### config.mk
export PLATFORM = sky130hd
export DESIGN_NAME = apb_cmd_arb
export DESIGN_NICKNAME = d
export VERILOG_FILES = /design/src/rtl/apb_pkg.sv /design/src/rtl/apb_cmd_arb_rr_pick.sv /design/src/rtl/apb_cmd_arb.sv
export SDC_FILE = /design/constraint.sdc
export NUM_CORES = 1
export LEC_CHECK = 0
export CELL_PAD_IN_SITES_DETAIL_PLACEMENT = 1
export CELL_PAD_IN_SITES_GLOBAL_PLACEMENT = 1
export CORE_MARGIN = 10
export CORE_UTILIZATION = 32
export CTS_BUF_LIST = sky130_fd_sc_hd__clkbuf_2
export DETAILED_ROUTE_END_ITERATION = 8
export HOLD_SLACK_MARGIN = 0.06
export PLACE_DENSITY = 0.83
export REMOVE_ABC_BUFFERS = 1
export SLEW_MARGIN = 40
export SYNTH_ARGS = -nofsm -noshare
export SYNTH_HDL_FRONTEND = slang
export SYNTH_HIERARCHICAL = 1
export SYNTH_SLANG_ARGS = --single-unit
### constraint.sdc
create_clock -name clk -period 4.1 [get_ports clk]
set_input_delay 1.23 -clock clk [delete_from_list [all_inputs] [get_ports clk]]
set_output_delay 1.23 -clock clk [all_outputs]
set_load 0.02 [all_outputs]
### src/rtl/apb_pkg.sv
// Shared types and constant helpers for the APB command arbiter and its picker.
package apb_pkg;

    typedef enum logic [1:0] {
        IDLE = 2'b00,
        SEND = 2'b01,
        WAIT = 2'b10
    } arb_state_e;

    // Command layout is {pwrite, addr, wdata}; pwrite is the top bit.
    function automatic int cmd_bw(input int data_bw, input int addr_bw);
        return data_bw + addr_bw + 1;
    endfunction

    function automatic int pwrite_idx(input int cmd_w);
        return cmd_w - 1;
    endfunction

    function automatic int clog2(input int v);
        int r;
        r = 0;
        while ((1 << r) < v) r++;
        return r;
    endfunction

endpackage

### src/rtl/apb_cmd_arb_rr_pick.sv
// Combinational round-robin picker: first set request at or after ptr_i, with wrap.
module rr_pick #(
    parameter int N    = 4,
    parameter int IDXW = 2
) (
    input  logic [N-1:0]    req_i,
    input  logic [IDXW-1:0] ptr_i,
    output logic [N-1:0]    gnt_o,
    output logic [IDXW-1:0] idx_o,
    output logic            any_vld_o
);

    int              pos;
    logic [IDXW-1:0] pos_idx;

    always_comb begin
        gnt_o     = '0;
        idx_o     = '0;
        any_vld_o = 1'b0;
        pos       = 0;
        pos_idx   = '0;
        for (int k = 0; k < N; k++) begin
            pos = int'(ptr_i) + k;
            if (pos >= N) pos = pos - N;
            pos_idx = pos[IDXW-1:0];
            if (!any_vld_o && req_i[pos_idx]) begin
                any_vld_o      = 1'b1;
                gnt_o[pos_idx] = 1'b1;
                idx_o          = pos_idx;
            end
        end
    end

endmodule

### src/rtl/apb_cmd_arb.sv
// Round-robin arbiter sharing one apb_tx command port among NUM_REQ requesters.
// Define APB_ARB_WR_ACK_EN to get a response pulse (rsp_data=0) on write completion.
module apb_cmd_arb
    import apb_pkg::*;
#(
    parameter int NUM_REQ = 4,
    parameter int DATA_BW = 8,
    parameter int ADDR_BW = 8,
    parameter int CMD_BW  = cmd_bw(DATA_BW, ADDR_BW)
) (
    input  logic                      clk,
    input  logic                      rst_n,
    input  logic [NUM_REQ*CMD_BW-1:0] req_cmd,
    input  logic [NUM_REQ-1:0]        req_vld,
    output logic [NUM_REQ-1:0]        req_rdy,
    output logic [NUM_REQ-1:0]        rsp_vld,
    output logic [DATA_BW-1:0]        rsp_data,
    output logic [CMD_BW-1:0]         m_cmd,
    output logic                      m_cmd_vld,
    input  logic                      m_cmd_rdy,
    input  logic [DATA_BW-1:0]        m_read_data,
    input  logic                      m_read_vld
);

    localparam int IDXW = clog2(NUM_REQ);
`ifdef APB_ARB_WR_ACK_EN
    localparam int PWRITE_BIT = pwrite_idx(CMD_BW);
`endif

    arb_state_e          state_q, state_d;
    logic [IDXW-1:0]     rr_ptr_q, rr_ptr_d;
    logic [IDXW-1:0]     owner_q, owner_d;
    logic [CMD_BW-1:0]   cmd_q, cmd_d;
    logic [NUM_REQ-1:0]  rsp_vld_q, rsp_vld_d;
    logic [DATA_BW-1:0]  rsp_data_q, rsp_data_d;
    logic [NUM_REQ-1:0]  pick_gnt, owner_oh;
    logic [IDXW-1:0]     pick_idx;
    logic                pick_any;

    rr_pick #(
        .N    (NUM_REQ),
        .IDXW (IDXW)
    ) u_pick (
        .req_i     (req_vld),
        .ptr_i     (rr_ptr_q),
        .gnt_o     (pick_gnt),
        .idx_o     (pick_idx),
        .any_vld_o (pick_any)
    );

    assign owner_oh = NUM_REQ'(1) << owner_q;
    assign m_cmd    = cmd_q;
    assign rsp_vld  = rsp_vld_q;
    assign rsp_data = rsp_data_q;

    always_comb begin
        state_d    = state_q;
        rr_ptr_d   = rr_ptr_q;
        owner_d    = owner_q;
        cmd_d      = cmd_q;
        rsp_vld_d  = '0;
        rsp_data_d = rsp_data_q;
        req_rdy    = '0;
        m_cmd_vld  = 1'b0;
        case (state_q)
            IDLE: begin
                req_rdy = pick_gnt;
                if (pick_any) begin
                    cmd_d   = req_cmd[int'(pick_idx)*CMD_BW +: CMD_BW];
                    owner_d = pick_idx;
                    state_d = SEND;
                end
            end
            SEND: begin
                m_cmd_vld = 1'b1;
                if (m_cmd_rdy) state_d = WAIT;
            end
            WAIT: begin
                // apb_tx keeps m_cmd_rdy low through SEL/ACCE; its return marks completion.
                if (m_read_vld) begin
                    rsp_vld_d  = owner_oh;
                    rsp_data_d = m_read_data;
                end
                if (m_cmd_rdy) begin
                    rr_ptr_d = (owner_q == IDXW'(NUM_REQ - 1)) ? '0 : owner_q + 1'b1;
                    state_d  = IDLE;
`ifdef APB_ARB_WR_ACK_EN
                    if (cmd_q[PWRITE_BIT]) begin
                        rsp_vld_d  = owner_oh;
                        rsp_data_d = '0;
                    end
`endif
                end
            end
            default: state_d = IDLE;
        endcase
    end

    always_ff @(posedge clk or negedge rst_n) begin
        if (!rst_n) begin
            state_q    <= IDLE;
            rr_ptr_q   <= '0;
            owner_q    <= '0;
            cmd_q      <= '0;
            rsp_vld_q  <= '0;
            rsp_data_q <= '0;
        end else begin
            state_q    <= state_d;
            rr_ptr_q   <= rr_ptr_d;
            owner_q    <= owner_d;
            cmd_q      <= cmd_d;
            rsp_vld_q  <= rsp_vld_d;
            rsp_data_q <= rsp_data_d;
        end
    end

endmodule

==> results of run 1 <==
[power by group]
group	switching, mW	internal (mW)	leakage [nW]
combinational	0.943	1.21	1.09
sequential	0.112	0.513	0.423
clock	0.123	0.103	0.0429
[placed cells by master (no fill, tap or decap), types with 2 or more instances in the layout]
| cell | count |
|---|---|
| clkdlybuf4s50_1 | 108 |
| mux2i_1 | 2 |
| mux4_2 | 13 |
| nor2_1 | 5 |
| mux4_1 | 8 |
| o21ai_0 | 3 |
| buf_12 | 2 |
| nor2b_1 | 2 |
| dfrtp_1 | 35 |
| mux2_4 | 9 |
| buf_4 | 19 |
| a21o_1 | 2 |
| buf_2 | 3 |
| clkbuf_2 | 5 |
| inv_1 | 6 |
| a22oi_1 | 7 |
| ha_1 | 9 |
| mux2_2 | 21 |
| and2_1 | 7 |
| nand2b_1 | 2 |
[metrics by stage]
stage | hold slack [ns] | utilization | TNS [ns] | setup WS [ns] | power, mW
after global routing | 0.565 | 0.541 | 0 | 0.00586 | 3.23
after global placement | 0.487 | 0.529 | -2.86 | -0.723 | 2.69
after detailed placement | 0.497 | 0.529 | -4.23 | -0.889 | 2.80
after CTS | 0.540 | 0.539 | 0 | 0.00981 | 3.05
after floorplan | 0.534 | - | -16.23 | -0.951 | 1.93
final | 0.530 | 0.541 | 0 | 0.0727 | 3.01
[worst max-delay path, delay by kind of cell]
kind                   cells  cell delay, ns
AND/OR/NAND/NOR            2            0.37
buffers and inverters      3            0.42
AO/OA/AOI/OAI              2            0.26
multiplexers               1            0.52
[per-layer routing]
metal  routed length [um]  track usage
met4                  175       0.0431
met3                  737       0.0713
met5                    0            0
met2                 4220        0.264
met1                 2650        0.129
[final timing paths]
path	start	endpoint	slack, ns
worst max-delay path	req_vld[1]	req_rdy[2]	0.07
worst min-delay path	m_cmd[0]	m_cmd[0]	0.53
worst max register to register	rr_ptr_q[0]	m_cmd[10]	0.96
worst min register to register	m_cmd[0]	m_cmd[0]	0.53
max in group asynchronous	rst_n	m_cmd[15]	3.00
min in group asynchronous	rst_n	state_q[0]	0.76
[state kept, by name (all words and copies together), names as in the netlist]
signal / flops
rr_ptr_q: 2
rsp_data: 8
rsp_vld: 4
m_cmd: 17
owner_q: 2
state_q: 2
[layout make-up]
| type | instances | area [um^2] |
|---|---|---|
| Tap cell | 96 | 120 |
| Sequential cell | 35 | 876 |
| Clock buffer | 5 | 25.0 |
| Fill cell | 720 | 3150 |
| Inverter | 6 | 22.5 |
| Clock inverter | 3 | 43.8 |
| Multi-Input combinational cell | 106 | 1340 |
| Timing Repair Buffer | 133 | 1290 |
[what timing repair did]
| item | CTS | global route |
|---|---|---|
| buffers inserted | 4 | 0 |
| resized for setup | 37 | 8 |
| pin swaps | 1 | 1 |
| setup endpoints to repair | 4 | 4 |
[cells by family (layout without fill, tap and decap cells)]
| kind of cell | count (synthesis) | in the layout | synth area share |
|---|---|---|---|
| mux | 53 | 53 | 0.392 |
| flops | 35 | 35 | 0.381 |
| simple gates | 25 | 25 | 0.0735 |
| compound gates | 19 | 19 | 0.0582 |
| buf+inv | 16 | 147 | 0.0457 |
| fa+ha+maj | 9 | 9 | 0.0490 |
==> impl_metrics.env, run 1 <==
export IMPL_final_cells=384
export IMPL_coreArea_um2=6870
export IMPL_status="completed"
export IMPL_grt_max_degree=36
export IMPL_synth_edf_count=0
export IMPL_numCtsBuffers=5
export IMPL_ys_ff_latch=35
export IMPL_period_needed_ns=4.03
export IMPL_clk_latency_ns=0.38
export IMPL_powerDensity_nw_per_um2=809
export IMPL_cap_viol_max_count=0
export IMPL_htree_num_levels=2
export IMPL_synth_top_cell_area_share=0.381
export IMPL_skew_ns=0.0281
export IMPL_fmax_mhz=248
export IMPL_grt_use_total=0.141
export IMPL_worstMarginPinSlew_ns=0.480
export IMPL_antenna_cells=0
export IMPL_hpwl_mm=6.33
export IMPL_slowest_delay_ns=0.52
export IMPL_hold_viol=0
export IMPL_avgSynthCellArea_um2=14.6
export IMPL_overflow=0
export IMPL_crit_path_max_fanout=5
export IMPL_area_growth_pct=61.7
export IMPL_placed_area_um2=3640
export IMPL_synth_ff_type="dfrtp_1"
export IMPL_detail_route_antenna_nets=0
export IMPL_hold_depth=1
export IMPL_grt_pass1_wl_mm=12.3
export IMPL_cts_sinks=35
export IMPL_finalWirelength_mm=7.78
export IMPL_critPathMostFrequentCell="buf_4"
export IMPL_synth_cell_types=30
export IMPL_dp_cells=372
export IMPL_nets=380
export IMPL_synthCells=157
export IMPL_cts_tree="yes"
export IMPL_clockBufferDepth=2
export IMPL_async_reset_ff_frac=1.00
export IMPL_ir_drop_mv=0.288
export IMPL_period_share=0.982
export IMPL_clkTransAtPathRegs_ns=0.19
export IMPL_route_vias_total=1902
export IMPL_slew_violations=0
export IMPL_drc=0
export IMPL_antenna_found_initial=0
export IMPL_synth_most_common_cell="dfrtp_1"
export IMPL_io_buffers=117
export IMPL_cp_required_ns=2.87
export IMPL_hold_buffers=0
export IMPL_cp_end_kind="output pin"
export IMPL_final_layout_size_suffix_gt1_frac=0.288
export IMPL_setup_violations=0
export IMPL_initialDrtViolationCount=26
export IMPL_r2r_cells=12
export IMPL_row_count=30
export IMPL_root_buffer="clkbuf_2"
export IMPL_seq_area_frac_synth=0.381
export IMPL_dieWidth_um=105
export IMPL_dr_pass1_iters=4
export IMPL_place_congestion=0.761
export IMPL_io_pins=118
export IMPL_die_area_um2=11000
export IMPL_grt_pass1_vias=2347
export IMPL_design_area_um2=3720
export IMPL_start_kind="input pin"
export IMPL_wl_per_cell_um=20.3
export IMPL_path_class="in -> out"
export IMPL_yosys_top_cells_area="dfrtp_1 38%, mux4_1 11%, mux4_2 11%"
export IMPL_die_h_um=105
export IMPL_netlist_area_um2=2300
export IMPL_cp_slowest_cell="mux4_2"
export IMPL_yosysWarnings=6
export IMPL_yosys_area_top_type="dfrtp_1"
export IMPL_viasPerCell=4.95
export IMPL_slew_limit_headroom=0.680
export IMPL_hold_path_class="reg -> reg"
export IMPL_p_leak_nw=1.55
export IMPL_arrival_ns=2.80
export IMPL_start_util=0.335
export IMPL_rsz0062_at_grt="false"
export IMPL_netlist_top_cells_count="35 x dfrtp_1, 21 x mux2_2, 11 x mux4_2"
export IMPL_path_cells="buf_4, mux4_2, buf_4, and2b_2, a22oi_1, o21ai_2, and2_4, buf_6"
(Power assumes the default switching activity.)
==> inputs of run 2 (changes only) <==
--- a/config.mk
+++ b/config.mk
@@ -5,12 +5,13 @@
 export SDC_FILE = /design/constraint.sdc
 export NUM_CORES = 1
 export LEC_CHECK = 0
-export CELL_PAD_IN_SITES_DETAIL_PLACEMENT = 1
+export CELL_PAD_IN_SITES_DETAIL_PLACEMENT = 0
 export CELL_PAD_IN_SITES_GLOBAL_PLACEMENT = 1
 export CORE_MARGIN = 10
 export CORE_UTILIZATION = 32
 export CTS_BUF_LIST = sky130_fd_sc_hd__clkbuf_2
 export DETAILED_ROUTE_END_ITERATION = 8
+export GPL_ROUTABILITY_DRIVEN = 1
 export HOLD_SLACK_MARGIN = 0.06
 export PLACE_DENSITY = 0.83
 export REMOVE_ABC_BUFFERS = 1
==> impl_metrics.env, run 2 (synthesis gave the netlist of run 1 again) <==
export IMPL_power_total_mw=3.02
export IMPL_clkTransAtPathRegs_ns=0.16
export IMPL_comb_power_share=0.702
export IMPL_die_h_um=105
export IMPL_start_kind="input pin"
export IMPL_drc=0
export IMPL_dp_cells=372
export IMPL_root_buffer="clkbuf_2"
export IMPL_cts_sinks=35
export IMPL_area_growth_pct=64.3
export IMPL_fill_cells=598
export IMPL_cts_tree="yes"
export IMPL_worstMarginPinSlew_ns=0.453
export IMPL_viasPerCell=4.77
export IMPL_detail_route_antenna_nets=0
export IMPL_crit_path_max_fanout=5
export IMPL_layout_commonest_cell="clkdlybuf4s50_1"
export IMPL_grt_pass1_vias=2120
export IMPL_pwr_share_clk=0.094
export IMPL_rsz0062_at_grt="true"
export IMPL_start_util=0.335
export IMPL_period_needed_ns=4.04
export IMPL_dr_pass1_iters=4
export IMPL_wl_per_cell_um=17.0
export IMPL_finalWirelength_mm=6.54
export IMPL_fmax_mhz=247
export IMPL_slew_limit_headroom=0.698
export IMPL_period_share=0.986
export IMPL_slew_violations=0
export IMPL_powerDensity_nw_per_um2=800
export IMPL_hold_path_class="reg -> reg"
export IMPL_ir_drop_mv=0.343
export IMPL_hold_depth=1
export IMPL_p_leak_nw=1.58
export IMPL_htree_num_levels=2
export IMPL_initialDrtViolationCount=36
export IMPL_hpwl_mm=5.20
export IMPL_place_congestion=0.761
export IMPL_numCtsBuffers=5
export IMPL_clockBufferDepth=2
export IMPL_route_vias_total=1843
export IMPL_io_pins=118
export IMPL_cp_end_kind="output pin"
export IMPL_largest_reg_flops=17
export IMPL_nets=382
export IMPL_grt_pass1_wl_mm=10.6
export IMPL_pwr_share_seq=0.204
export IMPL_grt_max_degree=36
export IMPL_hold_buffers=0
export IMPL_arrival_ns=2.81
export IMPL_path_class="in -> out"
export IMPL_clk_latency_ns=0.39
export IMPL_switching_share=0.369
export IMPL_overflow=0
export IMPL_setup_violations=0
export IMPL_final_cell_mix="108 x clkdlybuf4s50_1, 34 x dfrtp_1, 21 x mux2_2, 16 x buf_4, 12 x mux4_2"
export IMPL_row_count=30
export IMPL_dieWidth_um=105
export IMPL_grt_use_total=0.119
export IMPL_final_layout_size_suffix_gt1_frac=0.290
export IMPL_skew_ns=0.0221
export IMPL_io_buffers=117
export IMPL_holdWs_ns=0.528
export IMPL_coreArea_um2=6870
export IMPL_internal_power_mw=1.91
export IMPL_r2r_cells=10
export IMPL_cap_viol_max_count=0
export IMPL_final_cells=386
export IMPL_status="completed"
export IMPL_cp_required_ns=2.87
export IMPL_die_area_um2=11000
export IMPL_antenna_found_initial=0
export IMPL_antenna_cells=0
export IMPL_hold_viol=0
export IMPL_switchingPower_mw=1.12
-- run 2: changes by cell type in the layout (fill, tap and decap cells not counted), sizes merged --
cell and delta:
buf +2, bufinv +1, clkbuf +1, clkinv -2
-- run 2: path summary, 6_finish.rpt --
| kind | from | end | slack [ns] |
|---|---|---|---|
| setup / recovery | req_vld[3] | req_rdy[0] | 0.06 |
| hold / removal | m_cmd[1] | m_cmd[1] | 0.53 |
| setup reg to reg | rr_ptr_q[0] | m_cmd[4] | 0.99 |
| hold reg to reg | m_cmd[1] | m_cmd[1] | 0.53 |
| max in group asynchronous | rst_n | m_cmd[14] | 3.00 |
| min in group asynchronous | rst_n | state_q[1] | 0.76 |
-- run 2: power by group through the flow --
stage / Combinational [mW] / Clock, mW / Sequential, mW
2_1_floorplan: 1.14 / 0 / 0.791
3_3_place_gp: 2.07 / 0 / 0.620
3_5_place_dp: 2.10 / 0 / 0.624
4_1_cts: 2.14 / 0.294 / 0.619
5_1_grt: 2.29 / 0.311 / 0.646
6_report: 2.12 / 0.284 / 0.615
-- run 2: cell type report --
cell class | instances | area [um^2] | area share
tap | 96 | 120 | 0.0318
inverter | 6 | 22.5 | 0.00596
clock buffer | 6 | 30.0 | 0.00795
multi-input combinational | 106 | 1340 | 0.355
sequential | 35 | 877 | 0.232
timing repair buffer | 135 | 1330 | 0.351
clock inverter | 2 | 60.1 | 0.0159
-- run 2: per-layer routing --
metal | share of wire | track usage | up-vias
met4 | 0.015 | 0.0382 | 0
met3 | 0.13 | 0.0786 | 8
met5 | 0 | 0 | -
met2 | 0.49 | 0.202 | 92
li1 | - | - | 873
met1 | 0.36 | 0.115 | 870
-- run 2: what timing repair did --
item	in CTS	in global routing
endpoints found under the hold margin	0	0
setup endpoints to repair	4	2
resized for setup	36	13
setup buffers	6	0
pin swaps	1	1
-- run 2: metrics by stage --
stage                     TNS, ns  setup slack [ns]  cell area, um^2  utilization
after floorplan            -16.23            -0.951             2220            -
after global placement      -2.86            -0.723             3640        0.529
after detailed placement    -3.27            -0.808             3640        0.529
after CTS                       0           0.00870             3730        0.544
after global routing      -0.0109           -0.0109             3780        0.550
final                           0            0.0556             3780        0.550
-- run 2: critical path, stage by stage --
cell and delay (ns):
buf_8 0.10, mux4_2 0.51, nor4b_4 0.32, buf_4 0.17, buf_6 0.08, a22oi_2 0.03, o21ai_1 0.09, and2_4 0.16
buf_6 0.11
